### src/rtl/fir_filter_param_if.sv
// Sample, coefficient-load and result signals of the parametrised FIR filter.
interface fir_filter_param_if #(
  parameter int DW = 10,
  parameter int CW = 8,
  parameter int AW = 3,
  parameter int OW = 24
);
  logic                 clr;
  logic                 in_valid;
  logic signed [DW-1:0] data_in;
  logic                 coef_we;
  logic [AW-1:0]        coef_addr;
  logic signed [CW-1:0] coef_data;
  logic                 out_valid;
  logic signed [OW-1:0] data_out;

  modport slave (
    input  clr, in_valid, data_in, coef_we, coef_addr, coef_data,
    output out_valid, data_out
  );

  modport master (
    output clr, in_valid, data_in, coef_we, coef_addr, coef_data,
    input  out_valid, data_out
  );
endinterface

### src/rtl/fir_filter_param.sv
// Direct-form FIR: sample delay line, registered per-tap products, registered adder tree.
// Runtime-loadable coefficients; clr flushes history and pipeline but keeps coefficients.
module fir_filter_param #(
  parameter int DW   = 10,
  parameter int CW   = 8,
  parameter int TAPS = 8,
  parameter int OW   = 24,
  parameter int AW   = 3
) (
  input  logic clk,
  input  logic rst,
  fir_filter_param_if.slave bus
);

  localparam int PW = DW + CW;
  localparam int IW = (TAPS > 1) ? $clog2(TAPS) : 1;
  localparam logic [AW:0] TAPS_W = (AW+1)'(TAPS);

  logic signed [DW-1:0] x    [TAPS];
  logic signed [CW-1:0] coef [TAPS];
  logic signed [PW-1:0] prod [TAPS];
  logic                 v0;
  logic                 v1;
  logic signed [OW-1:0] sum;

  // Products are sign-extended to OW before adding, so the sum is exact.
  always_comb begin
    sum = '0;
    for (int k = 0; k < TAPS; k++) begin
      sum = sum + OW'(prod[k]);
    end
  end

  always_ff @(posedge clk) begin
    if (rst) begin
      for (int k = 0; k < TAPS; k++) begin
        x[k]    <= '0;
        coef[k] <= '0;
        prod[k] <= '0;
      end
      v0            <= 1'b0;
      v1            <= 1'b0;
      bus.out_valid <= 1'b0;
      bus.data_out  <= '0;
    end else begin
      if (bus.coef_we && ({1'b0, bus.coef_addr} < TAPS_W)) begin
        coef[bus.coef_addr[IW-1:0]] <= bus.coef_data;
      end

      if (bus.clr) begin
        for (int k = 0; k < TAPS; k++) begin
          x[k]    <= '0;
          prod[k] <= '0;
        end
        v0            <= 1'b0;
        v1            <= 1'b0;
        bus.out_valid <= 1'b0;
      end else begin
        if (bus.in_valid) begin
          x[0] <= bus.data_in;
          for (int k = 1; k < TAPS; k++) begin
            x[k] <= x[k-1];
          end
        end
        v0 <= bus.in_valid;

        if (v0) begin
          for (int k = 0; k < TAPS; k++) begin
            prod[k] <= PW'(x[k]) * PW'(coef[k]);
          end
        end
        v1 <= v0;

        bus.out_valid <= v1;
        if (v1) begin
          bus.data_out <= sum;
        end
      end
    end
  end

endmodule

### src/flat_wrapper.sv
// flat-port wrapper written by rule: the top's interface ports become plain ports
module fir_filter_param_flat 
#(
  parameter int DW   = 10,
  parameter int CW   = 8,
  parameter int TAPS = 8,
  parameter int OW   = 24,
  parameter int AW   = 3
)
  (clk, rst, bus_clr, bus_in_valid, bus_data_in, bus_coef_we, bus_coef_addr, bus_coef_data, bus_out_valid, bus_data_out);
  fir_filter_param_if #(.DW(DW), .CW(CW), .AW(AW), .OW(OW)) bus_i ();
  input  logic clk;
  input  logic rst;
  input wire logic [$bits(bus_i.clr)-1:0] bus_clr;
  input wire logic [$bits(bus_i.in_valid)-1:0] bus_in_valid;
  input wire logic [$bits(bus_i.data_in)-1:0] bus_data_in;
  input wire logic [$bits(bus_i.coef_we)-1:0] bus_coef_we;
  input wire logic [$bits(bus_i.coef_addr)-1:0] bus_coef_addr;
  input wire logic [$bits(bus_i.coef_data)-1:0] bus_coef_data;
  output wire logic [$bits(bus_i.out_valid)-1:0] bus_out_valid;
  output wire logic [$bits(bus_i.data_out)-1:0] bus_data_out;
  assign bus_i.clr = bus_clr;
  assign bus_i.in_valid = bus_in_valid;
  assign bus_i.data_in = bus_data_in;
  assign bus_i.coef_we = bus_coef_we;
  assign bus_i.coef_addr = bus_coef_addr;
  assign bus_i.coef_data = bus_coef_data;
  assign bus_out_valid = bus_i.out_valid;
  assign bus_data_out = bus_i.data_out;
  fir_filter_param #(.DW(DW), .CW(CW), .TAPS(TAPS), .OW(OW), .AW(AW)) u_core (.clk(clk), .rst(rst), .bus(bus_i));
endmodule
### config.mk
export PLATFORM = sky130hd
export DESIGN_NAME = fir_filter_param_flat
export DESIGN_NICKNAME = d
export VERILOG_FILES = /design/src/rtl/fir_filter_param_if.sv /design/src/rtl/fir_filter_param.sv /design/src/flat_wrapper.sv
export SDC_FILE = /design/constraint.sdc
export NUM_CORES = 2
export LEC_CHECK = 0
export ABC_AREA = 0
export BUFFER_PORTS_ARGS = -buffer_cell sky130_fd_sc_hd__buf_2
export CAP_MARGIN = 10
export CORE_AREA = 2 2 250 252
export CTS_CLUSTER_SIZE = 20
export DETAILED_ROUTE_END_ITERATION = 12
export DIE_AREA = 0 0 252 254
export MAX_ROUTING_LAYER = met4
export PLACE_DENSITY = 0.91
export SYNTH_ARGS = -nofsm -noshare
export SYNTH_HDL_FRONTEND = slang
export SYNTH_SLANG_ARGS = --single-unit
### constraint.sdc
create_clock -name clk -period 6.9 [get_ports clk]
set_input_delay 0.69 -clock clk [delete_from_list [all_inputs] [get_ports clk]]
set_output_delay 0.69 -clock clk [all_outputs]
set_load 0.01 [all_outputs]
# [Yosys cells after proc, flatten, opt, wreduce, memory -nomap -nowiden]
# Memory sizes are Yosys's and may differ from the RTL's.
# Index checks and enable logic that the tools add are counted.
[totals] register_bits=27 latchBits=0 mem_bits_rw=288 romBits=0 wordCells=109 memories=3
[op_classes] add_sub_neg=7 multipliers=8 n_div=0 n_lt_le_gt_ge=0 eq_ne=0 shift=0 muxes=51 bitwise_logic=33 n_reduce_logical=3
[memory_table] memory="u_core.prod" depth=8 width=18 read_ports=8 rd_clocked_by_memory_dff=0 write_ports=8 line="fir_filter_param.sv:21" rtl="logic signed [PW-1:0] prod [TAPS];"
[memory_table] memory="u_core.x" depth=8 width=10 read_ports=8 rd_clocked_by_memory_dff=0 write_ports=8 line="fir_filter_param.sv:19" rtl="logic signed [DW-1:0] x [TAPS];"
[memory_table] memory="u_core.coef" depth=8 width=8 read_ports=8 rd_clocked_by_memory_dff=0 write_ports=8 line="fir_filter_param.sv:20" rtl="logic signed [CW-1:0] coef [TAPS];"
[ops] op="two-way mux 18 bit" count=16
[ops] op="two-way mux 10 bit" count=16
[ops] op="multiplier 10 x 8 -> 18 bit" count=8
[ops] op="adder 24 x 18 -> 24 bit" count=5
[ops] op="OR 1 bit" count=32
[ops] op="adder 19 x 18 -> 20 bit" count=1
[ops] op="adder 18 x 18 -> 19 bit" count=1
[ops] op="two-way mux 1 bit" count=17
[ops] op="two-way mux 8 bit" count=1
[ops] op="OR reduction 8 bit" count=1
[ops] op="two-way mux 3 bit" count=1
[ops] op="AND reduction 2 bit" count=1
[ops] op="OR reduction 2 bit" count=1
[ops] op="NOT 1 bit" count=1

# [Logic depth before layout (Yosys ltp)]
[depth] depth_word=7 depth_mapped=25

# [Worst setup path before layout]
# OpenSTA, ideal clock, no wires.
[synth_path] path_kind="reg-to-reg" start="memory u_core.prod[0][1] (netlist name)" end="register u_core.bus.data_out[20]" setup_ns=0.117 arrival_ns=5.848 setup_slack_ns=0.934 stages_incl_launch_ff=26 synth_period_minus_slack_ns=5.966 cell_sequence="dfxtp_1 -> inv_1 -> fa_1 -> inv_1 -> ha_1 -> fa_1 -> a21oi_1 -> o211ai_1 -> and3b_1 -> o41a_1 -> nor2_1 -> a21oi_1 -> xor2_1 -> fa_1 -> inv_1 -> fa_1 -> inv_1 -> fa_1 -> ha_1 -> and3_1 -> nand3_1 -> a21oi_1 -> a22oi_1 -> a21oi_1 -> or3_1 -> a32o_1"
[synth_rtl] element="from (decl)" line="fir_filter_param.sv:21"
[synth_rtl] element="to (signal assigned)" line="fir_filter_param.sv:76" rtl="bus.data_out <= sum;"
[synth_rtl] element="to (decl)" line="fir_filter_param_if.sv:19" rtl="output out_valid, data_out"

==> impl_results.md <==
* CTS resizes at 0
* Vias in the first global route at 29300
* First-pass GRT wire length at 154000 microns
* Clock Sinks at ~320
* First-pass detailed-route iteration total at 6
* Vias at between 20000 and 30000
* Post-CTS setup buffer count at 0
* Initial Utilization at 63.4%
* Final Setup Violations at 0
* Leakage at 19.1 nW
* WS Path Type: flip-flop to flip-flop
* DRC at 0
* Final Skew at 34.7 ps
* Die Wd at ~250 microns
* Least-Margin Pin Slew at 1010 ps
* Antenna-violating nets left at 0
* Share of post-route cells with drive strength above 1 at 3.76%
* Clock Path Buffers at 3
* Worst-path maximum fanout at 9
* Register area at 8910 sq um
* Unique cell type count in the Yosys netlist at 69
* Async SR Flop Fraction at 0%
* Fin crit period at 6650 ps
* Total CTS buffers at 35
* CTS Hold Buffers Added at 0
* IO Pins at 51
* Per-cell routed wire length at 20.4 microns
* CP Capture Type: flip-flop
* Critical Path RT at approximately 7300 ps
* Clk Latency, worst-skew pair at 560 ps
* Period utilization at 96.4%
* Core area at 61300 sq um
* Status: complete, no violations
* Tot GR Track Use at 32.0%
* CTS tree: yes
* Setup TNS at 0 ps
* Worst vdd ir at between 0.2 and 0.25 mV
* PortBufs at 50
* Root Buffer: clkbuf_16
* Aggregate routed wire length at 95500 microns
* Total gr overflow at 0
* CP Launch Type: flip-flop
* Power Total at 8.44 mW
* Die height at 254 microns
* Top_reg_cell synth: edfxtp_1
* Fill count at 4230
* Worst-path clk slew at 60 ps
* Peak Freq at 150 MHz
* R2R setup slack at between 200 and 250 ps
* Syn avg cell area at around 10 sq um
* Largest net degree at the start of global routing at 105
* Yosys reg bits at 315
* Final count of hold timing violations at 0
* Net Count, Synth at 4794
* Syn. warnings at 0
* PwrDens at 205 nW/um^2
* GPL Wtd Cong at 0.937
* Initial antenna violation count at 3
* H-tree levels at 2
* Rows at just over 90
* EDFF count, synth at 260
* Commonest non-fill, non-tap cell in the layout: inv_1
* Vias per Instance at 5.86
* Rel. slew slack at 32.4%
* Nets at 4820
* Max-cap viol count at 0
* Hpwl dp at 73300 microns
* Sequential area share after synthesis at a little under a quarter
* DR iter-0 viols at 2514
* Multi-input gate area at about 27000 sq um
* Mapped Cells at 3829
* Commonest non-fill, non-tap cells in the layout: 775 x inv_1, 635 x fa_1, 426 x and2_1, 304 x ha_1, 274 x nand2_1
* RSZ-0062 raised after global routing: false
* Post-Syn Area at ~39000 sq um
* Die area at 64000 sq um
* Area grow syn2layout at 5.72%
* Hold Crit Class: primary input to flip-flop
* CP arrival at 7090 ps
* Slew Viols, Final at 0
## metrics by stage
| step | worst slack [ps] | instance area (sq um) | utilization [%] | hold WS, ps | instances |
|---|---|---|---|---|---|
| 5_1_grt | 21.5 | 41100 | 67.0 | 388 | 4673 |
| 2_1_floorplan | 934 | 38800 | - | 446 | 3829 |
| 4_1_cts | 282 | 41000 | 67.0 | 380 | 4671 |
| 3_5_place_dp | 402 | 39900 | 65.2 | 438 | 4608 |
| 6_report | 249 | 41100 | 67.0 | 377 | 4676 |
| 3_3_place_gp | 526 | 39900 | 65.2 | 438 | 4608 |
## critical path, cell delays in order, from the launching register on
cell and delay [ps]:
dfxtp_1 340, inv_1 70, fa_1 540, inv_1 60, ha_1 250, fa_1 490
a21oi_2 200, o211ai_1 130, and3b_1 230, o41a_1 440, nor4_1 270, nor3_1 110
xnor2_1 210, fa_1 470, fa_1 510, inv_1 50, fa_1 430, ha_1 400
a21o_1 240, a2111oi_4 380, nor3_2 110, a32oi_2 260, a21oi_1 100, a311oi_1 260
## Yosys cell counts (all sizes together) (7+ instances only)
cell	instances	share of area, %
inv	777	7.5
fa	635	33
and2	426	6.9
ha	304	9.8
nand2	275	2.7
edfxtp	260	20
nor2	150	1.4
and3	115	1.9
nand2b	103	1.7
a21oi	95	1.2
xnor2	89	2.0
o21ai	74	0.95
clkbuf	71	0.69
dfxtp	55	2.8
xor2	51	1.1
nor3	44	0.59
a21o	34	0.66
nor2b	31	0.50
nand3	27	0.35
mux2i	24	0.62
a31oi	15	0.24
o21a	15	0.29
or3	14	0.23
nor3b	11	0.21
or2	11	0.18
a211oi	10	0.21
nand3b	10	0.19
nand4	9	0.14
o21bai	8	0.15
a21boi	7	0.14
## layout make-up
cell class / count / area share [%]
Multi-Input combinational cell: 2662 / 65.2
Sequential cell: 315 / 21.7
Inverter: 778 / 7.11
Tap cell: 790 / 2.41
Clock buffer: 44 / 2.21
Timing Repair Buffer: 63 / 0.847
Clock inverter: 19 / 0.536
Antenna cell: 5 / 0.0305
## layer usage
| metal | global-route usage (%) | up-vias | wire (microns) |
|---|---|---|---|
| met5 | - | - | 0 |
| met4 | 15.8 | 0 | 5640 |
| met3 | 6.72 | 361 | 9450 |
| met2 | 52.2 | 1489 | 45300 |
| met1 | 38.2 | 13400 | 35000 |
| li1 | - | 12100 | - |
## sequential cells by signal, indices dropped and copies added, names as in the netlist
register              count
u_core.bus.data_out      24
u_core.bus.out_valid      1
u_core.v0                 1
u_core.prod             144
u_core.v1                 1
u_core.x                 80
u_core.coef              64
## power breakdown
part	internal, mW	switching [mW]
sequential	2.16	0.167
combinational	1.71	2.46
clock	1.10	0.841
total	4.97	3.47
## logic make-up (layout without fill, tap and decap cells)
family	count (synthesis)	in the layout	share of synthesized area [%]
mux	24	24	0.618
buf+inv	852	904	8.24
other cells	0	5	0
fa+ha+maj	939	939	42.5
flops	315	315	22.9
xor+xnor	140	140	3.16
simple gates	1250	1250	17.4
compound gates	309	309	5.14
## final timing paths
kind,cells past startpoint,startpoint,to
worst min register to register,2,u_core.bus.data_out[19]$_SDFFE_PP0P_,u_core.bus.data_out[19]$_SDFFE_PP0P_
worst min-delay path,3,bus_data_in[3],u_core.x[0][3]$_SDFFE_PP0P_
worst max register to register,23,u_core.prod[0][1]$_SDFFE_PP0P_,u_core.bus.data_out[21]$_SDFFE_PP0P_
worst max-delay path,23,u_core.prod[0][1]$_SDFFE_PP0P_,u_core.bus.data_out[21]$_SDFFE_PP0P_
Note: power is estimated with default switching activity, not from simulation.
